==> src/rtl/seg7_stream_decoder_pkg.sv <==
// Shared seven-segment definitions: the pattern table is common to the display
// encoder and this decoder so both ends always agree on the glyphs.
package seg7_stream_decoder_pkg;

    localparam logic [6:0] SEG_OFF = 7'h7F;

    // Active-low g..a patterns, index = hex digit.
    localparam logic [15:0][6:0] SEG_TABLE = {
        7'b0001110, 7'b0000110, 7'b0100001, 7'b1000110,   // F E d C
        7'b0000011, 7'b0001000, 7'b0010000, 7'b0000000,   // b A 9 8
        7'b1111000, 7'b0000010, 7'b0010010, 7'b0011001,   // 7 6 5 4
        7'b0110000, 7'b0100100, 7'b1111001, 7'b1000000    // 3 2 1 0
    };

    typedef enum logic {
        IDLE  = 1'b0,
        TRACK = 1'b1
    } dec_state_e;

endpackage

==> src/rtl/seg7_stream_decoder_if.sv <==
// Segment-pattern input and decoded-status outputs of the stream decoder.
interface seg7_stream_decoder_if #(parameter int ERR_W = 8);
    logic [6:0]       Seg_In;
    logic [3:0]       Value;
    logic             Valid;
    logic             Step;
    logic             Dir_Up;
    logic             Dir_Valid;
    logic             Code_Err;
    logic             Seq_Err;
    logic [ERR_W-1:0] Err_Count;

    modport master (
        output Seg_In,
        input  Value, Valid, Step, Dir_Up, Dir_Valid, Code_Err, Seq_Err, Err_Count
    );

    modport slave (
        input  Seg_In,
        output Value, Valid, Step, Dir_Up, Dir_Valid, Code_Err, Seq_Err, Err_Count
    );
endinterface

==> src/rtl/seg7_stream_decoder_pattern_decode.sv <==
// Combinational reverse lookup of an active-low segment pattern to a hex digit.
module seg7_pattern_decode
    import seg7_stream_decoder_pkg::*;
(
    input  logic [6:0] seg,
    output logic [3:0] digit,
    output logic       legal
);
    always_comb begin
        digit = 4'd0;
        legal = 1'b0;
        for (int i = 0; i < 16; i++) begin
            if (seg == SEG_TABLE[i]) begin
                digit = 4'(i);
                legal = 1'b1;
            end
        end
    end
endmodule

==> src/rtl/seg7_stream_decoder.sv <==
// Qualifies a sampled segment pattern for stability, decodes it and tracks the
// digit sequence for count direction and error accounting.
module seg7_stream_decoder
    import seg7_stream_decoder_pkg::*;
#(
    parameter int STABLE_CYCLES = 2,
    parameter int ERR_W         = 8
) (
    input  logic                  Clock_Div,
    input  logic                  Reset,
    seg7_stream_decoder_if.slave  bus
);
    localparam logic [3:0] CNT_MAX = 4'(STABLE_CYCLES);

    logic [6:0]       seg_q;
    logic [3:0]       stable_cnt;
    logic             accepted;
    logic             match, accept;
    logic [3:0]       digit;
    logic             legal;

    dec_state_e       state_q, state_d;
    logic [3:0]       value_q, value_d;
    logic             valid_q, valid_d;
    logic             dir_up_q, dir_up_d;
    logic             dir_valid_q, dir_valid_d;
    logic             step_q, step_d;
    logic             code_err_q, code_err_d;
    logic             seq_err_q, seq_err_d;
    logic             err_inc;
    logic [ERR_W-1:0] err_q;
    logic [3:0]       value_inc, value_dec;

    // The new sample is compared against the previous one held in seg_q.
    assign match  = (bus.Seg_In == seg_q);
    assign accept = match && (stable_cnt == CNT_MAX - 4'd1) && !accepted;

    always_ff @(posedge Clock_Div or negedge Reset) begin
        if (!Reset) begin
            seg_q      <= SEG_OFF;
            stable_cnt <= 4'd0;
            accepted   <= 1'b0;
        end else begin
            seg_q <= bus.Seg_In;
            if (match) begin
                if (stable_cnt != CNT_MAX)
                    stable_cnt <= stable_cnt + 4'd1;
                if (accept)
                    accepted <= 1'b1;
            end else begin
                stable_cnt <= 4'd0;
                accepted   <= 1'b0;
            end
        end
    end

    seg7_pattern_decode u_decode (
        .seg   (seg_q),
        .digit (digit),
        .legal (legal)
    );

    assign value_inc = value_q + 4'd1;
    assign value_dec = value_q - 4'd1;

    always_comb begin
        state_d     = state_q;
        value_d     = value_q;
        valid_d     = valid_q;
        dir_up_d    = dir_up_q;
        dir_valid_d = dir_valid_q;
        step_d      = 1'b0;
        code_err_d  = 1'b0;
        seq_err_d   = 1'b0;
        err_inc     = 1'b0;
        if (accept) begin
            if (!legal) begin
                code_err_d = 1'b1;
                err_inc    = 1'b1;
            end else begin
                value_d = digit;
                case (state_q)
                    IDLE: begin
                        valid_d = 1'b1;
                        state_d = TRACK;
                    end
                    TRACK: begin
                        if (digit == value_inc) begin
                            step_d      = 1'b1;
                            dir_up_d    = 1'b1;
                            dir_valid_d = 1'b1;
                        end else if (digit == value_dec) begin
                            step_d      = 1'b1;
                            dir_up_d    = 1'b0;
                            dir_valid_d = 1'b1;
                        end else if (digit != value_q) begin
                            seq_err_d = 1'b1;
                            err_inc   = 1'b1;
                        end
                    end
                    default: state_d = IDLE;
                endcase
            end
        end
    end

    always_ff @(posedge Clock_Div or negedge Reset) begin
        if (!Reset) begin
            state_q     <= IDLE;
            value_q     <= 4'd0;
            valid_q     <= 1'b0;
            dir_up_q    <= 1'b0;
            dir_valid_q <= 1'b0;
            step_q      <= 1'b0;
            code_err_q  <= 1'b0;
            seq_err_q   <= 1'b0;
            err_q       <= '0;
        end else begin
            state_q     <= state_d;
            value_q     <= value_d;
            valid_q     <= valid_d;
            dir_up_q    <= dir_up_d;
            dir_valid_q <= dir_valid_d;
            step_q      <= step_d;
            code_err_q  <= code_err_d;
            seq_err_q   <= seq_err_d;
            if (err_inc && (err_q != '1))
                err_q <= err_q + 1'b1;
        end
    end

    assign bus.Value     = value_q;
    assign bus.Valid     = valid_q;
    assign bus.Step      = step_q;
    assign bus.Dir_Up    = dir_up_q;
    assign bus.Dir_Valid = dir_valid_q;
    assign bus.Code_Err  = code_err_q;
    assign bus.Seq_Err   = seq_err_q;
    assign bus.Err_Count = err_q;

endmodule

==> src/flat_wrapper.sv <==
// flat-port wrapper written by rule: the top's interface ports become plain ports
module seg7_stream_decoder_flat import seg7_stream_decoder_pkg::*;
#(
    parameter int STABLE_CYCLES = 2,
    parameter int ERR_W         = 8
)
  (Clock_Div, Reset, bus_Seg_In, bus_Value, bus_Valid, bus_Step, bus_Dir_Up, bus_Dir_Valid, bus_Code_Err, bus_Seq_Err, bus_Err_Count);
  seg7_stream_decoder_if #(.ERR_W(ERR_W)) bus_i ();
  input  logic Clock_Div;
  input  logic Reset;
  input wire logic [$bits(bus_i.Seg_In)-1:0] bus_Seg_In;
  output wire logic [$bits(bus_i.Value)-1:0] bus_Value;
  output wire logic [$bits(bus_i.Valid)-1:0] bus_Valid;
  output wire logic [$bits(bus_i.Step)-1:0] bus_Step;
  output wire logic [$bits(bus_i.Dir_Up)-1:0] bus_Dir_Up;
  output wire logic [$bits(bus_i.Dir_Valid)-1:0] bus_Dir_Valid;
  output wire logic [$bits(bus_i.Code_Err)-1:0] bus_Code_Err;
  output wire logic [$bits(bus_i.Seq_Err)-1:0] bus_Seq_Err;
  output wire logic [$bits(bus_i.Err_Count)-1:0] bus_Err_Count;
  assign bus_i.Seg_In = bus_Seg_In;
  assign bus_Value = bus_i.Value;
  assign bus_Valid = bus_i.Valid;
  assign bus_Step = bus_i.Step;
  assign bus_Dir_Up = bus_i.Dir_Up;
  assign bus_Dir_Valid = bus_i.Dir_Valid;
  assign bus_Code_Err = bus_i.Code_Err;
  assign bus_Seq_Err = bus_i.Seq_Err;
  assign bus_Err_Count = bus_i.Err_Count;
  seg7_stream_decoder #(.STABLE_CYCLES(STABLE_CYCLES), .ERR_W(ERR_W)) u_core (.Clock_Div(Clock_Div), .Reset(Reset), .bus(bus_i));
endmodule
==> config.mk <==
export PLATFORM = sky130hd
export DESIGN_NAME = seg7_stream_decoder_flat
export DESIGN_NICKNAME = d
export VERILOG_FILES = /design/src/rtl/seg7_stream_decoder_pkg.sv /design/src/rtl/seg7_stream_decoder_if.sv /design/src/rtl/seg7_stream_decoder_pattern_decode.sv /design/src/rtl/seg7_stream_decoder.sv /design/src/flat_wrapper.sv
export SDC_FILE = /design/constraint.sdc
export NUM_CORES = 1
export LEC_CHECK = 0
export ABC_AREA = 1
export CAP_MARGIN = 15
export CORE_MARGIN = 2
export CORE_UTILIZATION = 50
export CTS_CLUSTER_SIZE = 8
export DETAILED_ROUTE_END_ITERATION = 10
export PLACE_DENSITY = 0.75
export SLEW_MARGIN = 20
export SYNTH_ARGS = -nofsm -noshare
export SYNTH_HDL_FRONTEND = slang
export SYNTH_SLANG_ARGS = --single-unit
==> constraint.sdc <==
create_clock -name Clock_Div -period 2.1 [get_ports Clock_Div]
set_clock_uncertainty 0.1 [all_clocks]
set_input_delay 0.525 -clock Clock_Div [delete_from_list [all_inputs] [get_ports Clock_Div]]
set_output_delay 0.525 -clock Clock_Div [all_outputs]
set_load 0.005 [all_outputs]
Yosys cells after proc, flatten, opt, wreduce, memory -nomap -nowiden
Cells that the tools add are included.
Word-level totals
  register bits after elaboration: 31
  latch bits: 0
  RAM bits: 0
  bits in read-only memories: 0
  bits of input ports: 9
  output and inout port bits: 18
  memories: 0
Cells by class
  $add $sub $neg: 4
  multipliers: 0
  div/mod/pow operators: 0
  order comparisons: 0
  eq/ne operators: 24
  shift-type cells: 0
  muxes and demuxes: 54
  bitwise gates (word level): 1
  reductions and logical operators: 9
Operators with widths (number)
  $mux 4: 16
  $mux 1: 38
  $eq 7x7->1 const B: 4
  $eq 7x5->1 const B: 3
  $eq 7x6->1 const B: 3
  $eq 7x2->1 const B: 2
  $eq 7x4->1 const B: 2
  $add 4x1->4 const B: 2
  $add 8x1->8 const B: 1
  $eq 4x4->1: 2
  $ne 8x8->1 const B: 1
  $eq 7x3->1 const B: 1
  $eq 7x7->1: 1
  $logic_not 7->1: 1
  $eq 4x1->1 const B: 1
  $ne 2x2->1 const B: 2
  $ne 4x2->1 const B: 1
  $ne 4x4->1: 1
  $reduce_and 4->1: 1
  $sub 4x1->4 const B: 1
  $logic_and 1x1->1: 3
  $reduce_and 3->1: 1
  $reduce_and 2->1: 1
  $reduce_bool 2->1: 1
  other kinds (2): 2

Longest topological paths before layout
Gate-level depths: netlist of the first run.
  depth after elaboration: 24
  mapped depth: 19

By module
Synthesis of the first run repeated with hierarchy kept, for this count alone.
Unflattened totals
  cell total of the unflattened synthesis: 255
  area total of the unflattened synthesis: 1956.9 µm²
By module, submodules not included
  seg7_stream_decoder: times used 1, cells each 198, area an instance 1677.9 µm², seq. area each 784.5 µm²
  seg7_pattern_decode: times used 1, cells each 57, area an instance 279.0 µm², seq. area each 0.0 µm²

Worst setup path before layout of the first run
OpenSTA, ideal clock, no wires.
  kind: register to register
  start point: reg u_core.seg_q[1]
  end point: reg u_core.err_q[2] (netlist: u_core.bus.Err_Count[2])
  arrival time: 1934 ps
  required time: 1882 ps
  slack: -52 ps
  stages on the path, launching flop included: 19
  buffers on the path: 1
  cells stage by stage: dfstp_2 -> inv_1 -> nand2_1 -> nor2_1 -> nand2_1 -> nand2_1 -> nor2_2 -> nand3_2 -> nand2_1 -> nand2_1 -> nand2_1 -> nand2_2 -> nand2_2 -> nand3_2 -> nand2_2 -> buf_6 -> nand3_2 -> nand2_1 -> nand2_1
On the way
  word-level cells in the longest chain between the ends: 24
  elaborated cells on any way between the ends: 60
  classes of those cells: 19 x eq/ne; 37 x mux; 4 x reduce/logical
RTL lines
  from (decl): RTL line seg7_stream_decoder.sv:15  | logic [6:0] seg_q;
  from (signal assigned): RTL line seg7_stream_decoder.sv:44  | seg_q <= bus.Seg_In;
  $eq 7x7->1: RTL line seg7_stream_decoder_pattern_decode.sv:13  | if (seg == SEG_TABLE[i]) begin
  $mux 1: RTL line seg7_stream_decoder_pattern_decode.sv:13
  $mux 4 (14 in a row): RTL line seg7_stream_decoder_pattern_decode.sv:13
  $ne 4x4->1: RTL line seg7_stream_decoder.sv:96  | end else if (digit != value_q) begin
  $mux 1: RTL line seg7_stream_decoder.sv:96
  $mux 1: RTL line seg7_stream_decoder.sv:92  | end else if (digit == value_dec) begin
  $mux 1: RTL line seg7_stream_decoder.sv:88  | if (digit == value_inc) begin
  $mux 1: RTL line seg7_stream_decoder.sv:82  | case (state_q)
  $mux 1: RTL line seg7_stream_decoder.sv:77  | if (!legal) begin
  $mux 1 *: RTL line seg7_stream_decoder.sv:76  | if (accept) begin
  $logic_and 1x1->1 *: RTL line seg7_stream_decoder.sv:127  | if (err_inc && (err_q != '1))
  to (signal assigned): RTL line seg7_stream_decoder.sv:128  | err_q <= err_q + 1'b1;
  to (decl): RTL line seg7_stream_decoder.sv:31  | logic [ERR_W-1:0] err_q;
Every way passes the cells marked *; elsewhere a longest branch is shown, timed or not.
A chain may end at the register's enable or synchronous reset.

Final worst setup path of the first run
  start point: reg u_core.seg_q[1]
  end point: reg u_core.dir_valid_q (netlist: u_core.bus.Dir_Valid)
On the way
  word-level cells in the longest chain between the ends: 19
  elaborated cells on any way between the ends: 55
  classes of those cells: 18 x eq/ne; 32 x mux; 5 x reduce/logical
RTL lines
  $eq 7x7->1: RTL line seg7_stream_decoder_pattern_decode.sv:13
  $mux 1: RTL line seg7_stream_decoder_pattern_decode.sv:13
  $mux 4 (14 in a row): RTL line seg7_stream_decoder_pattern_decode.sv:13
  $eq 4x4->1 (on tied branches): RTL line seg7_stream_decoder.sv:92, seg7_stream_decoder.sv:88
  $reduce_bool 2->1 (no line)
  $reduce_and 4->1 (no line)
  to (signal assigned): RTL line seg7_stream_decoder.sv:123  | dir_valid_q <= dir_valid_d;
  to (decl): RTL line seg7_stream_decoder.sv:26  | logic dir_valid_q, dir_valid_d;
Several ways; a longest one is shown, not always the timed one.

==> results.md, run 1 <==
* Status: finished with violations
* Failing checks: setup timing
* Critical Path Start Type: flop
* Slew margin rel. at 74.0%
* Vias at 2,074
* Clock sink count at 31
* Die Height at 68.6 um
* Req. time, crit path at 2220 ps
* Worst Reg2Reg Path Length in Cells at 15
* DR pass1 iterations at 6
* Sequential cell area at 785 um2
* Final setup viols at 18
* Filler instances at roughly 290
* Syn avg cell area at 7.31 um2
* Wirelength per Cell at 12.5 um
* ANT cells at 0
* Core footprint at between 4000 and 5000 um2
* Worst setup EP type: flop
* Critical path's most frequent cell: nand2_4
* Cell area power density at roughly 430 nW/um2
* Cells along the critical path: inv_2 -> nand2_4 -> nor2_4 -> nand2_2 -> nand2_4 -> nor2_4 -> nand2_4 -> nand2_2 -> nand2_2 -> nor2_2 -> nand2_2 -> nand2_4 -> nand2_4 -> nor4_4 -> or2_1
* Design Area, Final at a little over 3000 um2
* RSZ-0062 raised after global routing: yes
* Top cells by area, synth: dfrtp_1 29%, nand2_1 15%, dfstp_2 8.8%
* Final #Nets at about 380
* Area occupied by multi-input gates at 1400 um2
* R2r setup slk at -230 ps
* Residual DRC count at 0
* Syn nets at 301
* Final estimated routing congestion in global placement at 0.865
* Clock slew at reported path FFs at 70 ps
* Hold Path End: u_core.seg_q[4]
* Via density per instance at 5.03
* Period minus WS final at between 2000 and 2500 ps
* Hold Path Depth at 1
* Maximum vdd ir drop at 0.372 mV
* Yosys reg bits at 31
* Post-synthesis sequential area ratio at 37.5%
* Leakage at 1.53 nW
* Critical path's largest stage delay at between 600 and 700 ps
* Reg-to-reg startpoint: u_core.seg_q[1]
* Cts bufs inserted at 5
* Die X at roughly 69 um
* Row Count at 23
* Largest net degree at the start of global routing at 32
* Max H-tree Level at 2
* CTS tree: yes
* Drt initial violations at between 100 and 150
* Max-slew violation count at 0
* Placed cell area at 2630 um2
* Tcrit/Tclk final at 111%
* Pre-CTS setup slack at -434 ps
* Leading area contributor after synthesis: dfrtp_1
* Commonest non-fill, non-tap cells in the layout: 61 x nand2_1, 40 x buf_4, 30 x inv_1, 26 x nor2_1
* Kind of critical path: reg -> reg
* Syn Inst Count at between 200 and 300
* Yosys cell types at 28
* Most common cell after layout, fill and taps aside: nand2_1
* Die area at 4710 um2
* Reg-to-reg endpoint: u_core.bus.Dir_Valid
* First-pass GRT wire length at 8050 um
* Slew at the pin with the worst max-slew slack at 391 ps
* Hpwl dp at 3350 um
* GRT Overall Usage at 22.9%
* Top-area cell type share of the netlist area at approximately 29%
* Final Worst Setup Slack at -234 ps
* Hold WC Path Type: in -> reg
* Layout area overhead at 46.6%
* CTS Root Cell: clkbuf_8
* Warnings, synthesis at 0
* Worst EP arrival at 2450 ps
* Antenna-violating nets left at 0
* Hold Slack at 297 ps
* Fmax at roughly 0.43 GHz
* Pwr Total at around 1.3 mW
* Synthesized area at 2090 um2
* Final wirelength at between 5000 and 6000 um
* Maxcap violations at 0
* Critical path fanouts, max at 6
* Ports at 27
* Initial core utilization at about 52%
* Ratio of cells with drive above 1 in the final layout at 34.8%
* Vias in the first global route at ~1,900
* Slowest-stage cell, CP: dfstp_2
* Initial antenna violation count at 0
* Fin. Hold Viols at 0
* Port bufs at 26
* Hold Path Origin: bus_Seg_In[4]
* Clock tree buffer depth at 2
* Clock latency at the later pin of the worst-skew pair at 280 ps
* GR Overflow Total at 0
## worst max-delay path, delay by kind of cell (launching register included)
kind,cells,cell delay [ps]
buffers and inverters,1,80
AND/OR/NAND/NOR,14,1480
flip-flops,1,610
## worst max-delay path by stage
stage | start | to | slack, ps | cells after the start
finish | u_core.seg_q[1] | u_core.bus.Dir_Valid | -230 | 15
global route | u_core.seg_q[6] | u_core.bus.Err_Count[7] | -370 | 17
CTS | u_core.seg_q[1] | u_core.bus.Err_Count[0] | -170 | 17
detailed placement | bus_Seg_In[1] | u_core.bus.Err_Count[5] | -430 | 12
global placement | bus_Seg_In[1] | u_core.bus.Err_Count[7] | -410 | 12
floorplan | u_core.seg_q[5] | u_core.bus.Err_Count[0] | -20 | 18
## power breakdown
part	switching, mW	internal [mW]	total (mW)
registers	0.0138	0.611	0.625
clock network	0.227	0.298	0.525
logic	0.0989	0.0838	0.183
total	0.340	0.993	1.33
## Yosys cell counts
master and instances:
nor2_8 1, nor2_2 5, dfstp_2 7, o21bai_1 1
xor2_1 13, inv_1 33, nor4_4 1, xnor2_1 1
or2_1 1, o21ai_0 7, nor2_1 34, nand3_1 23
nor3_1 5, ha_1 6, dfrtp_1 24, a31oi_1 1
a21oi_1 3, nor4_1 1, nand3b_1 3, buf_6 1
nor2_4 1, nand3_2 4, nand2_1 83, nand4_1 13
nor4_2 1, nand2_4 1, inv_2 4, nand2_2 8
## routing by layer
metal / GRT usage (%) / part of all wire (%) / up-vias
li1: - / - / 1072
met5: 0 / 0 / -
met1: 29.0 / 44 / 951
met4: 7.75 / 0.78 / 0
met3: 4.38 / 3.7 / 4
met2: 38.9 / 52 / 47
## flip-flops by register name, indices dropped and copies added (netlist names), 4 cells and up
signal	count
u_core.stable_cnt	4
u_core.seg_q	7
u_core.bus.Value	4
u_core.bus.Err_Count	8
## final cells by class
class	instances	area share, %
multi-input cells	219	45.5
flip-flops and latches	31	25.6
repair buffers	67	18.8
inverters	37	4.61
clock buffers	7	3.14
well taps	50	2.04
clock inverters	1	0.245
## per-stage QoR
stage / setup TNS, ps / utilization [%] / std cells
detailed placement: -6330 / 65.8 / 390
global placement: -5750 / 65.8 / 390
finish: -2610 / 76.6 / 412
floorplan: -87.0 / - / 286
global route: -5130 / 76.6 / 412
CTS: -1550 / 72.5 / 408
## kinds of logic (layout without fill, tap and decap cells)
kind of cell	Yosys count	after routing	synth area share [%]
XOR/XNOR	14	14	5.87
AO/OA/AOI/OAI	12	12	3.05
AND/OR/NAND/NOR	185	187	42.8
buffers and inverters	38	112	7.19
adder cells (fa/ha/maj)	6	6	3.59
flip-flops	31	31	37.5
## what timing repair did
action | in CTS | in global routing
pin swaps | 15 | 27
setup buffers | 8 | 4
setup endpoints to repair | 15 | 19
hold buffers | 0 | 0
gates cloned | 2 | 0
gates resized for setup | 23 | 39
(Power assumes the default switching activity.)
==> run 2: changes to the inputs <==
--- a/config.mk
+++ b/config.mk
@@ -5,13 +5,12 @@
 export SDC_FILE = /design/constraint.sdc
 export NUM_CORES = 1
 export LEC_CHECK = 0
-export ABC_AREA = 1
 export CAP_MARGIN = 15
 export CORE_MARGIN = 2
-export CORE_UTILIZATION = 50
+export CORE_UTILIZATION = 49
 export CTS_CLUSTER_SIZE = 8
 export DETAILED_ROUTE_END_ITERATION = 10
-export PLACE_DENSITY = 0.75
+export PLACE_DENSITY = 0.74
 export SLEW_MARGIN = 20
 export SYNTH_ARGS = -nofsm -noshare
 export SYNTH_HDL_FRONTEND = slang
==> results.md, run 2 <==
* Status: finished with violations
* Failing checks: setup timing
* Max H-tree Level at 2 (unchanged)
* Yosys cell types at 57 (+100%)
* Reg-to-reg startpoint: u_core.seg_q[0]
* Comb pwr share at 12.4% (-1.3 points)
* Synthesized area at 1980 um2 (-5.4%)
* Most crowded layer after global routing: met2
* Hold Path End: u_core.bus.Dir_Valid
* Final setup viols at 19 (+1)
* Clock power frac at 43.7% (+4.3 points)
* Antenna-violating nets left at 0 (unchanged)
* CP bufs+invs at 1 (unchanged)
* DR pass1 iterations at 4 (-2)
* Drt initial violations at 79 (-31%)
* Worst Reg2Reg Path Length in Cells at 11 (-4)
* Net Sw Frac at 23.3% (-2.2 points)
* Ports at 27 (unchanged)
* Max-slew violation count at 0 (unchanged)
* Core footprint at 3940 um2 (-1.4%)
* Die X at 67.5 um (-1.7%)
* Syn avg cell area at 10.1 um2 (+38%)
* Final #Nets at 282 (-25%)
* Hold Path Depth at 1 (unchanged)
* Cell area power density at 483 nW/um2 (+11%)
* Worst setup EP type: flop
* Cts bufs inserted at 5 (unchanged)
* Die area at 4560 um2 (-3.3%)
* Seq pwr share at 44.0% (-2.9 points)
* GRT Overall Usage at 23.1% (+0.26 points)
* Via density per instance at 5.41 (+7.4%)
* Period minus WS final at 3030 ps (+695 ps)
* Layout area overhead at 47.6%
* Clock slew at reported path FFs at 70 ps (about the same)
* Vias at 1,720 (-17%)
* Critical path's top delay family: simple AND/OR/NAND/NOR gates
* Syn Inst Count at 196 (-31%)
* Kind of critical path: reg -> reg
* Commonest non-fill, non-tap cells in the layout: 41 x buf_4, 26 x clkdlybuf4s50_1, 24 x dfrtp_1, 14 x xnor2_1, 11 x nor2_1
* Routing usage on met1 at 30.9% (+1.9 points)
* EDFF count, synth at 0 (unchanged)
* Synth top cells by count: 24 x dfrtp_1, 15 x nor2_1, 15 x xnor2_1, 11 x nand2_1, 9 x a21oi_1
* Largest net degree at the start of global routing at 32 (unchanged)
* First-pass GRT wire length at 7820 um (-2.7%)
* Syn nets at 211 (-30%)
* Slew margin rel. at 72.6% (-1.3 points)
* Critical Path Start Type: flop
* Leading area contributor after synthesis: dfrtp_1
* Port bufs at 26 (unchanged)
* Top-area cell type share of the netlist area at 30.4% (+1.7 points)
* Cells along the critical path: or4b_4 -> nor4b_4 -> nor2_2 -> buf_4 -> nand2_2 -> xnor2_1 -> a32oi_2 -> a21oi_4 -> o21bai_4 -> nand4_1 -> mux2_4
* Post-synthesis sequential area ratio at 39.7% (+2.2 points)
* CTS Hold Bufs at 0 (unchanged)
* CTS Root Cell: clkbuf_8
* Most common cell in the netlist: dfrtp_1
* Pwr Total at 1.41 mW (+5.8%)
* Initial antenna violation count at 0 (unchanged)
* Critical path fanouts, max at 7 (+1)
* Slew at the pin with the worst max-slew slack at 410 ps (+19.3 ps)
* ANT cells at 0 (unchanged)
* CTS tree: yes
* Wirelength per Cell at 15.2 um (+22%)
* Ys flop type: dfrtp_1
* Clock latency at the later pin of the worst-skew pair at 290 ps (about the same)
* Ratio of cells with drive above 1 in the final layout at 40.7% (+5.9 points)
* Reg-to-reg endpoint: u_core.bus.Err_Count[6]
* RSZ-0062 raised after global routing: yes
* Clock sink count at 31 (unchanged)
* Fraction of registers with async set/reset at 100% (unchanged)
* Max reg flops at 8 (unchanged)
* Final estimated routing congestion in global placement at 0.948 (+9.6%)
* Critical path's largest stage delay at 520 ps (-90 ps)
* Clock tree buffer depth at 2 (unchanged)
* Most common cell after layout, fill and taps aside: buf_4
* Maximum vdd ir drop at 0.451 mV (+21%)
* Hold Path Origin: u_core.bus.Dir_Valid
* Worst EP arrival at 3100 ps (+650 ps)
* M2 GR Usage at 38.0% (-0.95 points)
* Final Worst Setup Slack at -929 ps (-695 ps)
* Req. time, crit path at 2180 ps (-40 ps)
* NetSw at 0.328 mW (-3.5%)
* Fmax at 0.330 GHz (-23%)
* Vias in the first global route at 1,660 (-12%)
* Initial core utilization at 50.1% (-2.1 points)
* Top cells by area, synth: dfrtp_1 30%, dfstp_2 9.3%, xnor2_1 6.6%
* Hold WC Path Type: reg -> reg
* Fin. Hold Viols at 0 (unchanged)
* Hpwl dp at 3150 um (-6.0%)
* Row Count at 23 (unchanged)
* Residual DRC count at 0 (unchanged)
* Maxcap violations at 0 (unchanged)
* Filler instances at 270 (-6.3%)
* Die Height at 67.5 um (-1.7%)
* GR Overflow Total at 0 (unchanged)
* R2r setup slk at -930 ps (-700 ps)
* Area occupied by multi-input gates at 1280 um2 (-8.0%)
* Final wirelength at 4840 um (-6.1%)
* Sequential cell area at 785 um2 (unchanged)
* Warnings, synthesis at 0 (unchanged)
* Leakage at 1.25 nW (-18%)
* Total internal power at 1.08 mW (+9.0%)
* Yosys reg bits at 31 (unchanged)
* Tcrit/Tclk final at 144% (+33 points)
* Pre-CTS setup slack at -1040 ps (-611 ps)
* Slowest-stage cell, CP: dfstp_2
* Met3 GRT Util at 4.50% (+0.12 points)
run 2: cell count changes after synthesis, sizes merged, moves of 7 or more:
cell,previous run,this run
inv,37,8
nand3,27,5
xnor2,1,16
a21oi,3,11
nand2,92,12
xor2,13,6
buf,1,8
nor2,41,16
nand4,13,5
run 2: area by class of cell:
type,instances,area share (%)
Sequential cell,31,26.9
Multi-Input combinational cell,148,44.0
Clock buffer,6,2.83
Clock inverter,2,1.20
Tap cell,50,2.15
Inverter,8,1.12
Timing Repair Buffer,73,21.8
run 2: layer usage:
| layer | share of wire [%] | wire (um) |
|---|---|---|
| met3 | 3.1 | 150 |
| met5 | 0 | 0 |
| met1 | 45 | 2200 |
| met2 | 51 | 2460 |
| met4 | 0.78 | 38 |
run 2: cells by family (layout without fill, tap and decap cells):
family / Yosys count / count (layout) / synth area share [%]
simple gates: 81 / 81 / 25.3
xor+xnor: 23 / 23 / 11.3
buf+inv: 17 / 89 / 4.18
fa+ha+maj: 6 / 6 / 3.80
flops: 31 / 31 / 39.7
mux: 4 / 4 / 2.28
compound gates: 34 / 34 / 13.5
run 2: worst max-delay path by stage:
stage	start	to	slack, ps	depth (start not counted)
floorplan	u_core.seg_q[6]	u_core.bus.Err_Count[6]	-860	11
global placement	bus_Seg_In[4]	u_core.bus.Err_Count[7]	-970	10
detailed placement	bus_Seg_In[4]	u_core.bus.Err_Count[6]	-1040	10
CTS	u_core.seg_q[0]	u_core.bus.Dir_Up	-890	9
global route	u_core.seg_q[0]	u_core.bus.Err_Count[7]	-1070	12
finish	u_core.seg_q[0]	u_core.bus.Err_Count[6]	-930	11
run 2: timing repair:
item	4_1_cts	5_1_grt
pin swaps	14	4
endpoints found under the setup margin	19	19
gates resized for setup	24	21
gates cloned	1	0
buffers inserted	3	2
run 2: power by group through the flow:
stage               Sequential [mW]  Clock [mW]  Combinational [mW]
CTS                           0.619       0.626               0.165
detailed placement            0.630           0               0.159
global placement              0.629           0               0.156
finish                        0.620       0.615               0.175
floorplan                     0.626           0              0.0867
global route                  0.621       0.664               0.190
run 2: per-stage QoR:
stage | setup TNS (ps) | util [%] | std cells | instance area [um2] | hold WS [ps]
2_1_floorplan | -9130 | - | 196 | 1990 | 129
3_3_place_gp | -13900 | 65.5 | 306 | 2580 | 357
3_5_place_dp | -14880 | 65.5 | 306 | 2580 | 352
4_1_cts | -11550 | 71.7 | 318 | 2830 | 368
5_1_grt | -14250 | 74.0 | 318 | 2920 | 396
6_report | -12070 | 74.0 | 318 | 2920 | 376
==> run 3: changes to the inputs <==
--- a/config.mk
+++ b/config.mk
@@ -7,10 +7,10 @@
 export LEC_CHECK = 0
 export CAP_MARGIN = 15
 export CORE_MARGIN = 2
-export CORE_UTILIZATION = 49
+export CORE_UTILIZATION = 30
 export CTS_CLUSTER_SIZE = 8
 export DETAILED_ROUTE_END_ITERATION = 10
-export PLACE_DENSITY = 0.74
+export PLACE_DENSITY = 0.5
 export SLEW_MARGIN = 20
 export SYNTH_ARGS = -nofsm -noshare
 export SYNTH_HDL_FRONTEND = slang
==> results.md, run 3 (synthesized netlist as in run 2, its figures left out) <==
* CP bufs+invs at 0 (-1)
* Final #Nets at 291 (+3.2%)
* Critical path's top delay family: simple AND/OR/NAND/NOR gates
* Drt initial violations at 77 (-2.5%)
* Kind of critical path: reg -> reg
* Tcrit/Tclk final at 146% (+1.5 points)
* Most common cell after layout, fill and taps aside: buf_4
* Fin. Hold Viols at 0 (unchanged)
* Pre-CTS setup slack at -1110 ps (-62.6 ps)
* CTS tree: yes
* Number of cells on the critical path at 9 (-2)
* Die Height at 85.2 um (+26%)
* Sequential cell area at 785 um2 (unchanged)
* Maximum vdd ir drop at 0.340 mV (-25%)
* Net Sw Frac at 25.1% (+1.8 points)
* Residual DRC count at 0 (unchanged)
* Hold WC Path Type: reg -> reg
* Port bufs at 26 (unchanged)
* Reg-to-reg endpoint: u_core.bus.Dir_Up
* Die X at 85.2 um (+26%)
* Clock tree buffer depth at 2 (unchanged)
* Hpwl dp at 3250 um (+3.3%)
* CTS Root Cell: clkbuf_8
* Ports at 27 (unchanged)
* Final setup viols at 19 (unchanged)
* Worst Reg2Reg Path Length in Cells at 9 (-2)
* Max reg flops at 8 (unchanged)
* CP Launch Point: u_core.seg_q[0]
* Critical path's largest stage delay at 520 ps (about the same)
* Max H-tree Level at 2 (unchanged)
* Reg-to-reg startpoint: u_core.seg_q[0]
* Antenna-violating nets left at 0 (unchanged)
* Core footprint at 6350 um2 (+61%)
* Initial core utilization at 31.1% (-19 points)
* Via density per instance at 4.80 (-11%)
* Failing checks: setup timing
* Commonest non-fill, non-tap cells in the layout: 51 x buf_4, 26 x clkdlybuf4s50_1, 24 x dfrtp_1, 15 x nor2_1, 13 x xnor2_1
* Status: finished with violations
* Leakage at 1.27 nW (+1.5%)
* Maxcap violations at 0 (unchanged)
* Wirelength per Cell at 12.7 um (-17%)
* Cell area power density at 427 nW/um2 (-12%)
* Final wirelength at 4500 um (-7.2%)
* GR Overflow Total at 0 (unchanged)
* Critical Path Start Type: flop
* Cts bufs inserted at 5 (unchanged)
* Seq pwr share at 50.2% (+6.2 points)
* Hold Path Depth at 1 (unchanged)
* CTS Hold Bufs at 0 (unchanged)
* Vias at 1,698 (-1.3%)
* Slew at the pin with the worst max-slew slack at 408 ps (-1.83 ps)
* Clock sink count at 31 (unchanged)
* Period minus WS final at 3060 ps (+32.4 ps)
* First-pass GRT wire length at 8160 um (+4.3%)
* Vias in the first global route at 1,764 (+6.3%)
* Placed cell area at 2680 um2 (+3.6%)
* ANT cells at 0 (unchanged)
* Initial antenna violation count at 0 (unchanged)
* Cells along the critical path: or4b_4 -> nor4b_4 -> nor3b_2 -> xnor2_2 -> nor4bb_2 -> o21ai_2 -> a21oi_4 -> and3_4 -> mux2_4
* R2r setup slk at -960 ps (-30 ps)
* Fmax at 0.327 GHz (-1.1%)
* Worst setup EP type: flop
* Max-slew violation count at 0 (unchanged)
* Filler instances at 622 (+130%)
* Area occupied by multi-input gates at 1210 um2 (-5.4%)
* CP endpoint: u_core.bus.Dir_Up
* Clock power frac at 35.9% (-7.8 points)
* Largest net degree at the start of global routing at 32 (unchanged)
* Req. time, crit path at 2170 ps (about the same)
* Clock slew at reported path FFs at 70 ps (about the same)
* NetSw at 0.311 mW (-5.1%)
* Layout area overhead at 47.2%
* Critical path fanouts, max at 3 (-4)
* Ratio of cells with drive above 1 in the final layout at 37.9% (-2.8 points)
* RSZ-0062 raised after global routing: yes
* Comb pwr share at 13.9% (+1.5 points)
* DR pass1 iterations at 4 (unchanged)
* Slowest-stage cell, CP: dfstp_2
* Total internal power at 0.930 mW (-14%)
* Row Count at 29 (+26%)
* Final Worst Setup Slack at -961 ps (-32.4 ps)
* Final estimated routing congestion in global placement at 0.794 (-16%)
* GRT Overall Usage at 13.8% (-9.3 points)
* Design Area, Final at 2910 um2 (-0.26%)
* Die area at 7250 um2 (+59%)
* Clock latency at the later pin of the worst-skew pair at 280 ps (about the same)
* Worst EP arrival at 3130 ps (+30 ps)
* Slew margin rel. at 72.8% (+0.17 points)
[run 3: how the worst min path moves through the flow]
stage | to | from
floorplan | u_core.accepted | Reset
CTS | u_core.bus.Valid | u_core.bus.Valid
detailed placement | u_core.bus.Valid | u_core.bus.Valid
global placement | u_core.bus.Dir_Valid | u_core.bus.Dir_Valid
global route | u_core.bus.Dir_Valid | u_core.bus.Dir_Valid
finish | u_core.bus.Dir_Valid | u_core.bus.Dir_Valid
[run 3: timing repair]
| action | CTS | global route |
|---|---|---|
| endpoints found under the setup margin | 19 | 19 |
| resized for setup | 16 | 8 |
| pin swaps | 9 | 9 |
| buffers inserted | 5 | 0 |
| gates cloned | 1 | 0 |
[run 3: cell type report]
type / count / share of cell area (%)
Clock inverter: 3 / 0.516
Multi-Input combinational cell: 148 / 41.8
Sequential cell: 31 / 27.0
Inverter: 8 / 1.03
Tap cell: 77 / 3.31
Clock buffer: 5 / 2.37
Timing Repair Buffer: 82 / 24.0
[run 3: power groups by stage]
stage	clock network [mW]	registers, mW	logic [mW]
after global placement	0	0.634	0.163
final	0.446	0.623	0.173
after global routing	0.500	0.624	0.191
after floorplan	0	0.626	0.0867
after CTS	0.474	0.623	0.172
after detailed placement	0	0.633	0.163
[run 3: stage by stage]
step                total power, mW  utilization, %  TNS [ps]  hold WS [ps]  instances
floorplan                     0.712               -     -9130           129        196
global placement              0.797            42.1    -14280           350        341
detailed placement            0.797            42.1    -14670           350        341
CTS                            1.27            45.1    -12520           379        354
global route                   1.31            45.8    -16130           393        354
finish                         1.24            45.8    -13300           376        354
[run 3: per-layer routing]
layer	up-vias	GRT usage [%]	wire (um)
met3	4	2.63	99
met4	0	4.33	46
met2	24	22.8	2180
met5	-	0	0
met1	811	18.2	2170
li1	859	-	-
